<file path="src/rtl/riscv_pkg.sv">
// Shared RISC-V core types: branch func3 encodings, resolve record, BHT reset value.
// Latency: n/a (types and constant functions only).
// Backpressure: n/a.
package riscv_pkg;

  typedef enum logic [2:0] {
    BEQ  = 3'b000,
    BNE  = 3'b001,
    BLT  = 3'b100,
    BGE  = 3'b101,
    BLTU = 3'b110,
    BGEU = 3'b111
  } branch_func3_e;

  typedef struct packed {
    logic valid;
    logic taken;
    logic mispredict;
  } br_resolve_t;

  // Weakly-not-taken: 2^(ctr_bits-1)-1, which is 0 for a 1-bit counter.
  function automatic int unsigned bht_ctr_reset(input int unsigned ctr_bits);
    return (32'd1 << (ctr_bits - 1)) - 32'd1;
  endfunction

endpackage

</file>
<file path="src/rtl/bht_table.sv">
// Branch history table: array of saturating counters, one async read, one saturating write.
// Latency: read is combinational; write takes effect at the next clk edge (no read bypass).
// Backpressure: none; wr_en is simply ignored when low.
// Ports: clk/rst (async active-high), rd_idx -> rd_taken (counter MSB),
//        wr_en/wr_idx/wr_taken (increment on taken, decrement on not-taken).
module bht_table
  import riscv_pkg::*;
#(
  parameter int BHT_ENTRIES = 64,
  parameter int CTR_BITS    = 2,
  localparam int IDX_W      = $clog2(BHT_ENTRIES)
) (
  input  logic             clk,
  input  logic             rst,
  input  logic [IDX_W-1:0] rd_idx,
  output logic             rd_taken,
  input  logic             wr_en,
  input  logic [IDX_W-1:0] wr_idx,
  input  logic             wr_taken
);

  localparam logic [CTR_BITS-1:0] CTR_RST = CTR_BITS'(bht_ctr_reset(CTR_BITS));
  localparam logic [CTR_BITS-1:0] CTR_MAX = '1;

  logic [CTR_BITS-1:0] ctr_q [BHT_ENTRIES];

  always_ff @(posedge clk or posedge rst) begin
    if (rst) begin
      for (int i = 0; i < BHT_ENTRIES; i++) begin
        ctr_q[i] <= CTR_RST;
      end
    end else if (wr_en) begin
      if (wr_taken) begin
        if (ctr_q[wr_idx] != CTR_MAX) ctr_q[wr_idx] <= ctr_q[wr_idx] + 1'b1;
      end else begin
        if (ctr_q[wr_idx] != '0) ctr_q[wr_idx] <= ctr_q[wr_idx] - 1'b1;
      end
    end
  end

  assign rd_taken = ctr_q[rd_idx][CTR_BITS-1];

endmodule

</file>
<file path="src/rtl/branch_pred_unit.sv">
// Branch condition evaluation, BHT prediction for IF and registered resolve/mispredict for hazard logic.
// Latency: pred_taken_o combinational; res_valid_o/branch_taken_o/mispredict_o 1 cycle after EX.
// Backpressure: stall_i holds EX (nothing resolves, table untouched); flush_i kills it and wins over stall.
// Ports: fetch_pc_i -> pred_taken_o; EX inputs (ex_valid_i, is_b_type_ctl_i, instr_func3_ctl_i,
//        ex_pc_i, ex_pred_taken_i, opr_a_i, opr_b_i, flush_i, stall_i) -> registered resolve outputs.
// Optional macro BRANCH_PRED_PERF_CNT_EN adds br_count_o / mispred_count_o (32-bit, wrapping).
module branch_pred_unit
  import riscv_pkg::*;
#(
  parameter int XLEN        = 32,
  parameter int BHT_ENTRIES = 64,
  parameter int CTR_BITS    = 2
) (
  input  logic            clk_i,
  input  logic            rst_i,
  input  logic [XLEN-1:0] fetch_pc_i,
  output logic            pred_taken_o,
  input  logic            ex_valid_i,
  input  logic            is_b_type_ctl_i,
  input  logic [2:0]      instr_func3_ctl_i,
  input  logic [XLEN-1:0] ex_pc_i,
  input  logic            ex_pred_taken_i,
  input  logic [XLEN-1:0] opr_a_i,
  input  logic [XLEN-1:0] opr_b_i,
  input  logic            flush_i,
  input  logic            stall_i,
  output logic            res_valid_o,
  output logic            branch_taken_o,
  output logic            mispredict_o
`ifdef BRANCH_PRED_PERF_CNT_EN
  ,
  output logic [31:0]     br_count_o,
  output logic [31:0]     mispred_count_o
`endif
);

  localparam int IDX_W = $clog2(BHT_ENTRIES);

  logic        cond;
  logic        func3_legal;
  logic        rv;
  br_resolve_t res_q;

  // Word-aligned PCs: drop the two low bits before indexing.
  logic [IDX_W-1:0] fetch_idx;
  logic [IDX_W-1:0] ex_idx;
  assign fetch_idx = fetch_pc_i[IDX_W+1:2];
  assign ex_idx    = ex_pc_i[IDX_W+1:2];

  logic unused_pc_bits;
  assign unused_pc_bits = ^{fetch_pc_i[XLEN-1:IDX_W+2], fetch_pc_i[1:0],
                            ex_pc_i[XLEN-1:IDX_W+2], ex_pc_i[1:0]};

  always_comb begin
    cond = 1'b0;
    case (instr_func3_ctl_i)
      BEQ:     cond = (opr_a_i == opr_b_i);
      BNE:     cond = (opr_a_i != opr_b_i);
      BLT:     cond = ($signed(opr_a_i) <  $signed(opr_b_i));
      BGE:     cond = ($signed(opr_a_i) >= $signed(opr_b_i));
      BLTU:    cond = (opr_a_i <  opr_b_i);
      BGEU:    cond = (opr_a_i >= opr_b_i);
      default: cond = 1'b0;
    endcase
  end

  // 010/011 are the only non-branch encodings; they still resolve (and can mispredict) but never train.
  assign func3_legal = (instr_func3_ctl_i[2:1] != 2'b01);
  assign rv = ex_valid_i & is_b_type_ctl_i & ~flush_i & ~stall_i;

  always_ff @(posedge clk_i or posedge rst_i) begin
    if (rst_i) begin
      res_q <= '0;
    end else begin
      res_q.valid      <= rv;
      res_q.taken      <= rv & cond;
      res_q.mispredict <= rv & (cond != ex_pred_taken_i);
    end
  end

  assign res_valid_o    = res_q.valid;
  assign branch_taken_o = res_q.taken;
  assign mispredict_o   = res_q.mispredict;

  bht_table #(
    .BHT_ENTRIES(BHT_ENTRIES),
    .CTR_BITS   (CTR_BITS)
  ) u_bht (
    .clk     (clk_i),
    .rst     (rst_i),
    .rd_idx  (fetch_idx),
    .rd_taken(pred_taken_o),
    .wr_en   (rv & func3_legal),
    .wr_idx  (ex_idx),
    .wr_taken(cond)
  );

`ifdef BRANCH_PRED_PERF_CNT_EN
  always_ff @(posedge clk_i or posedge rst_i) begin
    if (rst_i) begin
      br_count_o      <= '0;
      mispred_count_o <= '0;
    end else if (rv) begin
      br_count_o <= br_count_o + 32'd1;
      if (cond != ex_pred_taken_i) mispred_count_o <= mispred_count_o + 32'd1;
    end
  end
`endif

endmodule

</file>
<file path="config.mk">
export PLATFORM = sky130hd
export DESIGN_NAME = branch_pred_unit
export DESIGN_NICKNAME = d
export VERILOG_FILES = /design/src/rtl/riscv_pkg.sv /design/src/rtl/bht_table.sv /design/src/rtl/branch_pred_unit.sv
export SDC_FILE = /design/constraint.sdc
export NUM_CORES = 1
export LEC_CHECK = 0
export BUFFER_PORTS_ARGS = -buffer_cell sky130_fd_sc_hd__buf_2
export CAP_MARGIN = 10
export CORE_MARGIN = 1
export CORE_UTILIZATION = 35
export DETAILED_ROUTE_END_ITERATION = 16
export PLACE_DENSITY = 0.59
export REMOVE_ABC_BUFFERS = 1
export SYNTH_ARGS = -nofsm -noshare
export SYNTH_HDL_FRONTEND = slang
export SYNTH_SLANG_ARGS = --single-unit
export TNS_END_PERCENT = 20
</file>
<file path="constraint.sdc">
create_clock -name clk_i -period 4.66 [get_ports clk_i]
set_input_delay 0 -clock clk_i [delete_from_list [all_inputs] [get_ports clk_i]]
set_output_delay 0 -clock clk_i [all_outputs]
set_load 0.05 [all_outputs]
</file>
* Word level (Yosys, flattened, before mapping)
Index checks and enable logic that the tools add are counted.
Storage, ports and cells: register bits 131, bits in latches 0, bits in writable memories 0, ROM bits 0, input bits 138, output and inout bits 4, word-level logic and storage cells 116, memories kept 0
Operators by class: $add $sub $neg 2, $mul 0, div/mod/pow operators 0, magnitude comparators 7, eq/ne operators 11, shift operators 0, mux-type cells 14, bitwise logic cells 10, reductions and logical operators 5
Operators by type and width (count):
- 128-bit 2-to-1 mux | 3
- 128-bit bitwise mux | 2
- 32-bit >= comparator | 2
- 32-bit less-than comparator | 2
- 32-bit == test | 1
- 32-bit != test | 1
- 2-bit binary-select mux with 6-bit select | 2
- 7-bit >= comparator, second input constant | 2
- 6-bit inverter with 7-bit output | 2
- 2-bit demux with 6-bit select | 1
- 3-bit == test, second input constant | 4
- 2-bit 2-to-1 mux | 5
- 7-bit by 1-bit less-than comparator with 1-bit output, second input constant | 1
- 1-bit bitwise AND | 6
- 1-bit case mux with 6 select lines | 1
- 2-bit by 1-bit != test with 1-bit output, second input constant | 2
- 2-bit nonzero test | 2
- 3-bit by 1-bit == test with 1-bit output, second input constant | 1
- 3-bit logical NOT | 1
- 3-bit AND reduction | 1
- 2-bit by 1-bit adder with 2-bit output, second input constant | 1
- 2-bit != test, second input constant | 1
- 1-bit inverter | 2
- 2-bit by 1-bit subtractor with 2-bit output, second input constant | 1
- other kinds (2) | 2

* Depth between registers and ports, before layout
Gate-level depths: netlist of run 1.
depth after elaboration 8, mapped depth 19, mapped depth without buffers 14

* By module
A second synthesis of run 1 with hierarchy kept.
Unflattened totals: cells, all modules 709, area, all modules 8200.4 um^2
By module, submodules not included:
- bht_table | instances 1, cells an instance 566, area each 7086.8 um^2, sequential area each 3283.1 um^2
- branch_pred_unit | instances 1, cells an instance 143, area each 1113.6 um^2, sequential area each 75.1 um^2

* Worst setup path after synthesis of run 1
OpenSTA, ideal clock, no wires.
path kind input port to flip-flop, start point input port ex_pc_i[4], end point register with a tool-made name, setup time 0.085 ns, arrival time 2.949 ns, required time 4.575 ns, path slack 1.627 ns, stages 18, buffers on the path 5, cells stage by stage buf_4 -> or2_2 -> buf_2 -> or2_2 -> o22ai_1 -> nor4_1 -> nor3_1 -> a31oi_1 -> o211a_1 -> inv_1 -> buf_2 -> buf_2 -> ha_1 -> inv_1 -> a21oi_2 -> buf_6 -> nor3_1 -> mux2_1
RTL lines:
- from (decl) | line branch_pred_unit.sv:21 | input logic [XLEN-1:0] ex_pc_i,

==> reports/results.tsv, run 1 <==
stage	metric	value	unit
status	status	finished clean	
worst_setup_path	cp_data_arrival_time	4.08	ns
worst_setup_path	critPathSlowestCell	a21oi_4	
clock_tree	tritoncts	done	
hold_path	hold_class	input pin to register	
sta	maxSlewHeadroom	20.0	%
drt	vias	8122	
sta	final.setup.tns	0	ns
sta	min_period	3.73	ns
clock_tree	clk_pin_slew_worst_paths	0.06	ns
pwr	p_int	0.00232	W
sta	fin_skew	0.00849	ns
clock_tree	root_buffer	clkbuf_16	
grt	gr-total-overflow	0	
clock_tree	postCtsSetupRepairBufs	0	
clock_tree	ctsResizeCount	0	
synthesis	netlist.area_leader.share	18.6	%
cells_and_area	seq_area	3360	um^2
floorplan	num_io_pins	142	
clock_tree	worst_skew_pair.late_latency	0.43	ns
placed_design	place.port_buffers	89	
worst_setup_path	crit_chain	buf_2 -> and3_1 -> a22o_1 -> a221oi_1 -> nand4b_1 -> a31oi_1 -> o221a_2 -> ha_1 -> inv_1 -> a21oi_4 -> buf_4 -> nor3_1 -> mux2_1	
sta	finalCritPeriodShare	80.1	%
cells_and_area	areaGrowthSynthToFinish	16.2	%
worst_setup_path	crit_required	5.01	ns
cells_and_area	nNetsFinal	1184	
floorplan	initial_utilization	35.8	%
grt	grt_usage	22.0	%
grt	gr-usage-met3	3.36	%
floorplan	rows	58	
placed_design	dp_hpwl	18900	um
synthesis	synth.largest_area_cell	dfstp_2	
floorplan	die_area	26500	um^2
clock_tree	htreeDepth	4	
pwr	combPwrFrac	20.2	%
synthesis	synth_area_leaders	dfstp_2 (19%), dfrtp_1 (19%), mux2_2 (8.1%)	
pwr	power_frac_seq	35.7	%
cells_and_area	n_fill_cell	2493	
sta	report.final.setup_viol	0	
cells_and_area	n_antenna_cell	0	
hold_path	min-delay-start	flush_i	
drt	wl_per_cell	21.0	um
synthesis	synth.avg_cell_area	9.53	um^2
drt	initialDrtViolationCount	905	
worst_setup_path	crit_fanout	28	
floorplan	coreArea	25300	um^2
pwr	swShare	30.2	%
synthesis	synth_warnings	0	
synthesis	syn_area	9050	um^2
grt	grt-busiest-layer	met2	
floorplan	dieHeight	163	um
grt	met1_usage	30.2	%
sta	fmax	268	MHz
sta	worst_pin_slew	1.19	ns
pwr	leakage	4.39	nW
worst_setup_path	cpPeakStageDelay	0.58	ns
cells_and_area	final_core_util	41.6	%
synthesis	ys_top_cells_by_count	nor3_1 (105), nand2_1 (81), inv_1 (69)	
grt	first_global_vias	7990	
synthesis	async_flop_share	100	%
pwr	power.density	316	nW/um^2
grt	grt_pass1_wl	45000	um
run	max_cap_violations	0	
synthesis	netlist_instances	949	
worst_setup_path	cp-end-kind	register	
worst_setup_path	r2r_start	u_bht.ctr_q[67]	
pwr	clkPwrFrac	44.1	%
synthesis	synth-edff-count	0	
clock_tree	clockBufferDepth	2	
worst_setup_path	crit_path_start	ex_pc_i[4]	
cells_and_area	layout-drive-gt1-share	31.4	%
drt	wl	28500	um
grt	antenna_found_initial	0	
synthesis	ys_seq_elements	131	
synthesis	yosysMostFrequentCell	nor3_1	
drt	antenna_left	0	
floorplan	die-width	163	um
sta	drv_slew	0	
synthesis	seq_area_frac_synth	37.1	%
placed_design	place_ws	0.618	ns
drt	routed_via_density	5.99	
cells_and_area	multi_input_area	5030	um^2
sta	layout_setup_ws	0.927	ns
sta	rsz0062_at_grt	no	
placed_design	gp_congestion	0.855	
worst_setup_path	critPathKind	input pin to register	
sta	finalHoldViolations	0	
pwr	peakVddDrop	298	uV
drt	firstDrtPassIters	6	
synthesis	netlist-cell-type-count	66	
grt	grt_util_met2	35.0	%
worst_setup_path	cp-start-kind	input pin	
drt	drc	0	
clock_tree	numCtsBuffers	17	
synthesis	synth-main-ff-cell	dfrtp_1	
clock_tree	clkSinkCount	131	
pwr	p_switching	0.00100	W
grt	grt_max_degree	94	
==> cell families (layout without fill, tap and decap cells) <==
group / after synthesis / after routing / synth area share [%]
AO/OA/AOI/OAI: 272 / 272 / 21.5
XOR/XNOR: 2 / 2 / 0.194
flip-flops: 131 / 131 / 37.1
adder cells (fa/ha/maj): 34 / 34 / 4.70
multiplexers: 96 / 96 / 14.7
AND/OR/NAND/NOR: 262 / 262 / 14.0
buffers and inverters: 152 / 228 / 7.76
==> power by group through the flow <==
stage                     registers [W]  clock network [W]  logic [W]
after CTS                       0.00118            0.00148   0.000664
after global routing            0.00119            0.00153   0.000724
after floorplan                 0.00120                  0   0.000345
after detailed placement        0.00120                  0   0.000659
final                           0.00118            0.00146   0.000669
after global placement          0.00120                  0   0.000653
==> critical path, delay by kind of cell <==
family	cells	cell delay, ns
simple gates	3	0.80
mux	1	0.31
buf+inv	3	0.88
compound gates	5	1.86
fa+ha+maj	1	0.22
==> final timing paths <==
kind | end | slack [ns] | depth (start not counted)
worst max-delay path | register | 0.93 | 13
worst min register to register | u_bht.ctr_q[99] | 0.52 | 1
worst min-delay path | branch_taken_o | 0.09 | 5
worst max register to register | register | 1.10 | 11
min in group asynchronous | u_bht.ctr_q[123] | 0.28 | 3
max in group asynchronous | async pin | 3.32 | 4
==> cells in the final DEF (no fill, tap or decap), drive strengths merged, types with 6 or more instances in the layout <==
master and instances:
a21oi 56, a221oi 37, a22oi 19, and3 7, buf 123, clkbuf 23, dfrtp 67, dfstp 64
ha 34, inv 69, mux2 69, mux4 22, nand2 81, nand3 10, nand4 9, nor2 18
nor3 106, o21ai 15, o21bai 29, o221ai 6, o22a 34, o22ai 45
==> per-layer routing <==
layer  wire [um]  vias to the layer above
li1            -                     3714
met1       12600                     3974
met2       13200                      387
met3        2070                       47
met4         617                        0
met5           0                        -
==> per-stage QoR <==
| step | hold slack [ns] | instances | power [W] | cell area [um^2] |
|---|---|---|---|---|
| after floorplan | 0.0854 | 866 | 0.00154 | 8610 |
| after global placement | 0.206 | 1319 | 0.00185 | 9840 |
| after detailed placement | 0.210 | 1319 | 0.00186 | 9840 |
| after CTS | 0.0712 | 1355 | 0.00333 | 10500 |
| after global routing | 0.132 | 1355 | 0.00344 | 10500 |
| final | 0.0912 | 1355 | 0.00332 | 10500 |
==> repair_timing <==
action / in CTS / in global routing
endpoints found under the setup margin: 0 / 0
hold buffers: 4 / 0
endpoints found under the hold margin: 45 / 0
==> area by class of cell <==
type                       instances  share of cell area, %
sequential                       131                   31.9
timing repair buffer             127                   7.76
clock inverter                     9                   1.44
clock buffer                      23                   4.55
inverter                          69                   2.51
tap                              330                   3.93
multi-input combinational        666                   47.9
Note: power is estimated with default switching activity, not from simulation.
==> run 2: changes to the inputs <==
- PLACE_DENSITY: 0.59 -> 0.61
- clock period: 4.66 -> 3.4 ns (I/O delays scaled with it)
==> run 2 against run 1 <==
  * Global-route usage increased by 0.28 points
  * Sequential share of layout area decreased by 1.5 points
  * Non-clock buffer count increased by 50
  * Die area unchanged
  * Clock skew decreased by 0.00088 ns
  * Sequential cell count unchanged
  * Sequential power increased by 38%
  * Design area increased by 4.8%
==> reports/results.tsv, run 2 (synthesized netlist as in run 1, its figures left out) <==
stage	metric	value	unit
hold_path	min-delay-start	flush_i	
sta	worst_pin_slew	0.923	ns
worst_setup_path	critPathKind	register to register	
pwr	swShare	31.3	%
clock_tree	clkSinkCount	131	
sta	min_period	3.30	ns
worst_setup_path	r2r_slack	0.1	ns
placed_design	dp_hpwl	20000	um
worst_setup_path	reg2reg_depth	11	
placed_design	place.port_buffers	89	
cells_and_area	nNetsFinal	1234	
worst_setup_path	cp-start-kind	register	
status	status	finished clean	
pwr	p_int	0.00303	W
sta	drv_slew	0	
sta	finalHoldViolations	0	
drt	drc	0	
floorplan	die_area	26500	um^2
clock_tree	clockBufferDepth	2	
pwr	total_power	0.00442	W
grt	gr-total-overflow	0	
floorplan	coreArea	25300	um^2
cells_and_area	final_cell_mix	nor3_1 (96), buf_2 (89), nand2_1 (81)	
drt	initialDrtViolationCount	736	
sta	maxSlewHeadroom	38.4	%
floorplan	dieHeight	163	um
pwr	power_frac_seq	36.8	%
cells_and_area	n_antenna_cell	0	
grt	first_global_vias	8168	
drt	vias	8383	
sta	report.final.setup_viol	0	
clock_tree	tritoncts	done	
pwr	peakVddDrop	371	uV
grt	antenna_found_initial	0	
hold_path	min_path_cells	5	
floorplan	num_io_pins	142	
drt	wl	28900	um
cells_and_area	n_fill_cell	2426	
sta	fmax	303	MHz
sta	final.setup.tns	0	ns
cells_and_area	final_common_cell	nor3_1	
clock_tree	numCtsBuffers	17	
grt	grt_pass1_wl	45600	um
hold_path	worst_hold_path.endpoint	branch_taken_o	
drt	antenna_left	0	
hold_path	hold_class	input pin to register	
pwr	power.density	401	nW/um^2
drt	wl_per_cell	20.5	um
pwr	combPwrFrac	23.7	%
floorplan	rows	58	
cells_and_area	areaGrowthSynthToFinish	21.8	%
worst_setup_path	cp-end-kind	register	
cells_and_area	seq_area	3360	um^2
drt	firstDrtPassIters	5	
clock_tree	root_buffer	clkbuf_16	
placed_design	gp_congestion	0.864	
drt	routed_via_density	5.97	
floorplan	die-width	163	um
worst_setup_path	crit_required	3.75	ns
worst_setup_path	cp_data_arrival_time	3.65	ns
pwr	leakage	4.69	nW
pwr	p_switching	0.00138	W
cells_and_area	layout-drive-gt1-share	35.5	%
grt	grt_usage	22.3	%
sta	fin_skew	0.00761	ns
floorplan	initial_utilization	35.8	%
clock_tree	clk_pin_slew_worst_paths	0.06	ns
sta	finalCritPeriodShare	97.1	%
run	max_cap_violations	0	
pwr	clkPwrFrac	39.5	%
worst_setup_path	crit_fanout	9	
grt	grt_max_degree	71	
clock_tree	htreeDepth	4	
clock_tree	worst_skew_pair.late_latency	0.43	ns
cells_and_area	multi_input_area	5080	um^2
## run 2: changes by cell type in the layout (fill, tap and decap cells not counted), sizes merged
cell    delta
bufinv     -3
buf       +48
clkinv     +5
## run 2: worst max-delay path: stages (launching register included)
cell      delay (ns)
dfstp_2         0.37
mux4_2          0.47
o221ai_1        0.42
a31oi_1         0.15
o211a_1         0.28
inv_1           0.09
ha_1            0.17
inv_1           0.09
a21oi_4         0.55
buf_4           0.26
nor3_1          0.06
mux2_1          0.32
## run 2: metrics by stage
| step | setup WS (ns) | instances | hold slack (ns) | utilization (%) | instance area (um^2) |
|---|---|---|---|---|---|
| 2_1_floorplan | -1.25 | 866 | 0.0854 | - | 8610 |
| 3_3_place_gp | 0.0303 | 1366 | 0.219 | 40.8 | 10300 |
| 3_5_place_dp | -0.0100 | 1366 | 0.226 | 40.8 | 10300 |
| 4_1_cts | 0.0548 | 1402 | 0.0756 | 43.1 | 10900 |
| 5_1_grt | -0.00141 | 1405 | 0.115 | 43.6 | 11000 |
| 6_report | 0.0998 | 1405 | 0.0940 | 43.6 | 11000 |
## run 2: how the worst max path moves through the flow
stage | from | end | slack, ns | cells after the start
global route | register | register | -0.001 | 15
finish | register | register | 0.1 | 11
floorplan | register | u_bht.ctr_q[101] | -1.25 | 11
CTS | register | register | 0.05 | 15
global placement | ex_pc_i[4] | register | 0.03 | 15
detailed placement | ex_pc_i[4] | register | -0.01 | 15
## run 2: final cells by class
class,instances,share of cell area (%)
clock inverter,11,0.784
tap,330,3.75
clock buffer,21,4.18
timing repair buffer,177,12.3
multi-input combinational,666,46.1
sequential,131,30.5
inverter,69,2.37
## run 2: power groups by stage
stage,Combinational (W),Sequential [W],Clock [W]
4_1_cts,0.000997,0.00163,0.00177
6_report,0.00105,0.00163,0.00174
3_5_place_dp,0.000989,0.00165,0
2_1_floorplan,0.000472,0.00164,0
5_1_grt,0.00113,0.00163,0.00184
3_3_place_gp,0.000980,0.00165,0
## run 2: repair_timing
| action | 4_1_cts | 5_1_grt |
|---|---|---|
| hold buffers | 4 | 0 |
| hold endpoints to repair | 43 | 0 |
| gates resized for setup | 0 | 12 |
| endpoints found under the setup margin | 0 | 82 |
| setup buffers | 0 | 1 |
## run 2: routing by layer
metal	vias up	GRT usage [%]	routed length (um)
met3	64	5.02	2380
met2	419	35.0	13000
li1	3816	-	-
met1	4084	30.0	12600
met4	0	8.20	927
met5	-	0	0
==> run 3: changes to the inputs <==
- PLACE_DENSITY: 0.61 -> unset
- SYNTH_HIERARCHICAL: unset -> 1
==> run 3 against run 2 <==
  * Hold slack worse by 0.072 ns
  * Global-route usage fell by 3.2 points
  * Total power down 6.2%
  * Synthesized cell count shrank 25%
  * Largest cell class unchanged
  * Synthesized area decreased by 9.4%
  * Count of clock-buffer cells in the layout rose by 1
==> reports/results.tsv, run 3 <==
stage	metric	value	unit
status	status	finished clean	
floorplan	rows	55	
pwr	peakVddDrop	347	uV
sta	finalCritPeriodShare	94.9	%
placed_design	dp_hpwl	16200	um
worst_setup_path	r2r_slack	0.17	ns
sta	maxSlewHeadroom	42.6	%
worst_setup_path	path_common_cell	nand2_1	
worst_setup_path	critPathKind	register to register	
hold_path	hold_class	input pin to async pin	
cells_and_area	nNetsFinal	999	
cells_and_area	layout-drive-gt1-share	47.1	%
pwr	total_power	0.00414	W
synthesis	synth_warnings	6	
cells_and_area	n_antenna_cell	0	
sta	finalHoldViolations	0	
clock_tree	clk_pin_slew_worst_paths	0.06	ns
synthesis	syn_area	8200	um^2
clock_tree	clockBufferDepth	2	
drt	top_layer	met4	
worst_setup_path	crit_chain	mux2_4 -> a221o_1 -> a222oi_1 -> a2bb2oi_2 -> nand3_1 -> ha_1 -> mux2i_1 -> nand2_1 -> nor2_1 -> nand2_1 -> mux2_1	
drt	wl	22100	um
sta	rsz0062_at_grt	yes	
synthesis	synth_area_leaders	dfstp_2 (21%), dfrtp_1 (20%), mux2_2 (17%)	
drt	met2_length	10100	um
grt	grt_max_degree	69	
synthesis	netlist_instances	709	
cells_and_area	fin_cells	1153	
sta	fin_skew	0.0104	ns
synthesis	seq_area_frac_synth	41.0	%
synthesis	netlist.area_leader.share	20.5	%
worst_setup_path	cpPeakStageDelay	0.51	ns
drt	vias	6200	
synthesis	synth.avg_cell_area	11.6	um^2
drt	drc	0	
worst_setup_path	cp-end-kind	register	
drt	routedLengthMet1	10100	um
placed_design	place.port_buffers	89	
drt	initialDrtViolationCount	567	
clock_tree	tritoncts	done	
cells_and_area	areaGrowthSynthToFinish	20.2	%
drt	antenna_left	0	
synthesis	synth-edff-count	0	
clock_tree	clkSinkCount	131	
clock_tree	root_buffer	clkbuf_16	
synthesis	async_flop_share	100	%
grt	grt_usage	19.1	%
worst_setup_path	crit_required	3.71	ns
sta	fmax	310	MHz
floorplan	dieHeight	155	um
run	max_cap_violations	0	
synthesis	synth.largest_area_cell	dfstp_2	
placed_design	place_area	9190	um^2
worst_setup_path	critPathSlowestCell	nor2_1	
grt	first_global_vias	6304	
drt	firstDrtPassIters	7	
cells_and_area	final_common_cell	mux2_2	
placed_design	place_ws	0.0505	ns
grt	gr-total-overflow	0	
floorplan	coreArea	22800	um^2
sta	report.final.setup_viol	0	
pwr	leakage	4.51	nW
placed_design	dpl.cell_count	1117	
cells_and_area	postLayoutCellArea	9860	um^2
clock_tree	htreeDepth	4	
synthesis	yosysMostFrequentCell	mux2_2	
clock_tree	numCtsBuffers	17	
worst_setup_path	crit_fanout	8	
floorplan	initial_utilization	36.0	%
grt	antenna_found_initial	0	
worst_setup_path	cp_data_arrival_time	3.53	ns
sta	layout_setup_ws	0.174	ns
sta	min_period	3.23	ns
cells_and_area	final_cell_mix	mux2_2 (121), buf_2 (89), dfrtp_1 (67)	
placed_design	gp_congestion	0.832	
synthesis	netlist-cell-type-count	71	
drt	wl_per_cell	19.1	um
clock_tree	postCtsSetupRepairBufs	0	
synthesis	ys_top_cells_by_count	mux2_2 (121), dfrtp_1 (67), dfstp_2 (64)	
grt	grt_pass1_wl	35000	um
floorplan	num_io_pins	142	
sta	worst_pin_slew	0.861	ns
worst_setup_path	cp-start-kind	register	
sta	drv_slew	0	
floorplan	die-width	155	um
clock_tree	worst_skew_pair.late_latency	0.43	ns
synthesis	synth-main-ff-cell	dfrtp_1	
floorplan	die_area	24000	um^2
synthesis	ys_seq_elements	131	
drt	routed_via_density	5.38	
drt	wl_met3	1530	um
pwr	power.density	420	nW/um^2
run 3: cell types whose count changed after synthesis, sizes merged, moves of 24 or more:
cell	previous run	this run
a221oi	37	12
nor3	106	11
clkbuf	39	15
mux2	69	132
o21bai	29	0
inv	69	41
nor2	18	47
o22a	34	2
a21oi	56	18
o22ai	45	5
run 3: through the flow:
stage                     hold slack [ns]  setup TNS (ns)  util [%]
after floorplan                    -0.246          -51.88         -
after global placement            -0.0942               0      40.4
after detailed placement          -0.0932               0      40.4
after CTS                          0.0122               0      43.2
after global routing               0.0439           -1.81      43.3
final                              0.0222               0      43.3
run 3: report_power, final:
part	switching [W]	leakage (nW)	internal (W)
clock network	0.000670	0.294	0.00124
logic	0.000346	2.63	0.000236
registers	0.0000261	1.59	0.00162
run 3: cells by family (layout without fill, tap and decap cells):
kind of cell             Yosys count  in the layout  synth area share [%]
AO/OA/AOI/OAI                     96             96                  9.14
XOR/XNOR                           1              1                 0.107
adder cells (fa/ha/maj)           34             34                  5.19
buffers and inverters             77            208                  4.55
flip-flops                       131            131                  41.0
multiplexers                     182            182                  28.1
AND/OR/NAND/NOR                  188            188                  12.0
run 3: repair_timing:
action,CTS,global route
hold endpoints to repair,38,0
setup endpoints to repair,0,66
hold buffers,4,0
resized for setup,0,4
run 3: layout make-up:
| cell class | count | area [um^2] |
|---|---|---|
| clock buffer | 22 | 454 |
| tap | 313 | 392 |
| timing repair buffer | 135 | 851 |
| multi-input combinational | 501 | 4490 |
| fill | 2180 | 12900 |
| inverter | 41 | 156 |
| clock inverter | 10 | 159 |
| sequential | 131 | 3360 |
run 3: critical path: cells and delay by family (launching register included):
family                   cells  cell delay (ns)
AND/OR/NAND/NOR              4             0.93
flip-flops                   1             0.39
multiplexers                 3             0.76
AO/OA/AOI/OAI                3             0.84
adder cells (fa/ha/maj)      1             0.19
run 3: final timing paths:
path                                 start                to  cells past startpoint
max in group asynchronous            rst_i         async pin                      4
setup reg to reg           u_bht/ctr_q[83]  u_bht/ctr_q[127]                     11
min in group clk_i                 flush_i    branch_taken_o                      4
setup / recovery           u_bht/ctr_q[83]  u_bht/ctr_q[127]                     11
hold reg to reg            u_bht/ctr_q[37]   u_bht/ctr_q[37]                      1
hold / removal                       rst_i       res_valid_o                      3
run 3: metal layers:
metal	track usage, %	vias to the layer above
met5	0	-
met4	5.56	0
met3	4.48	31
met2	30.4	242
met1	26.0	3066
li1	-	2861
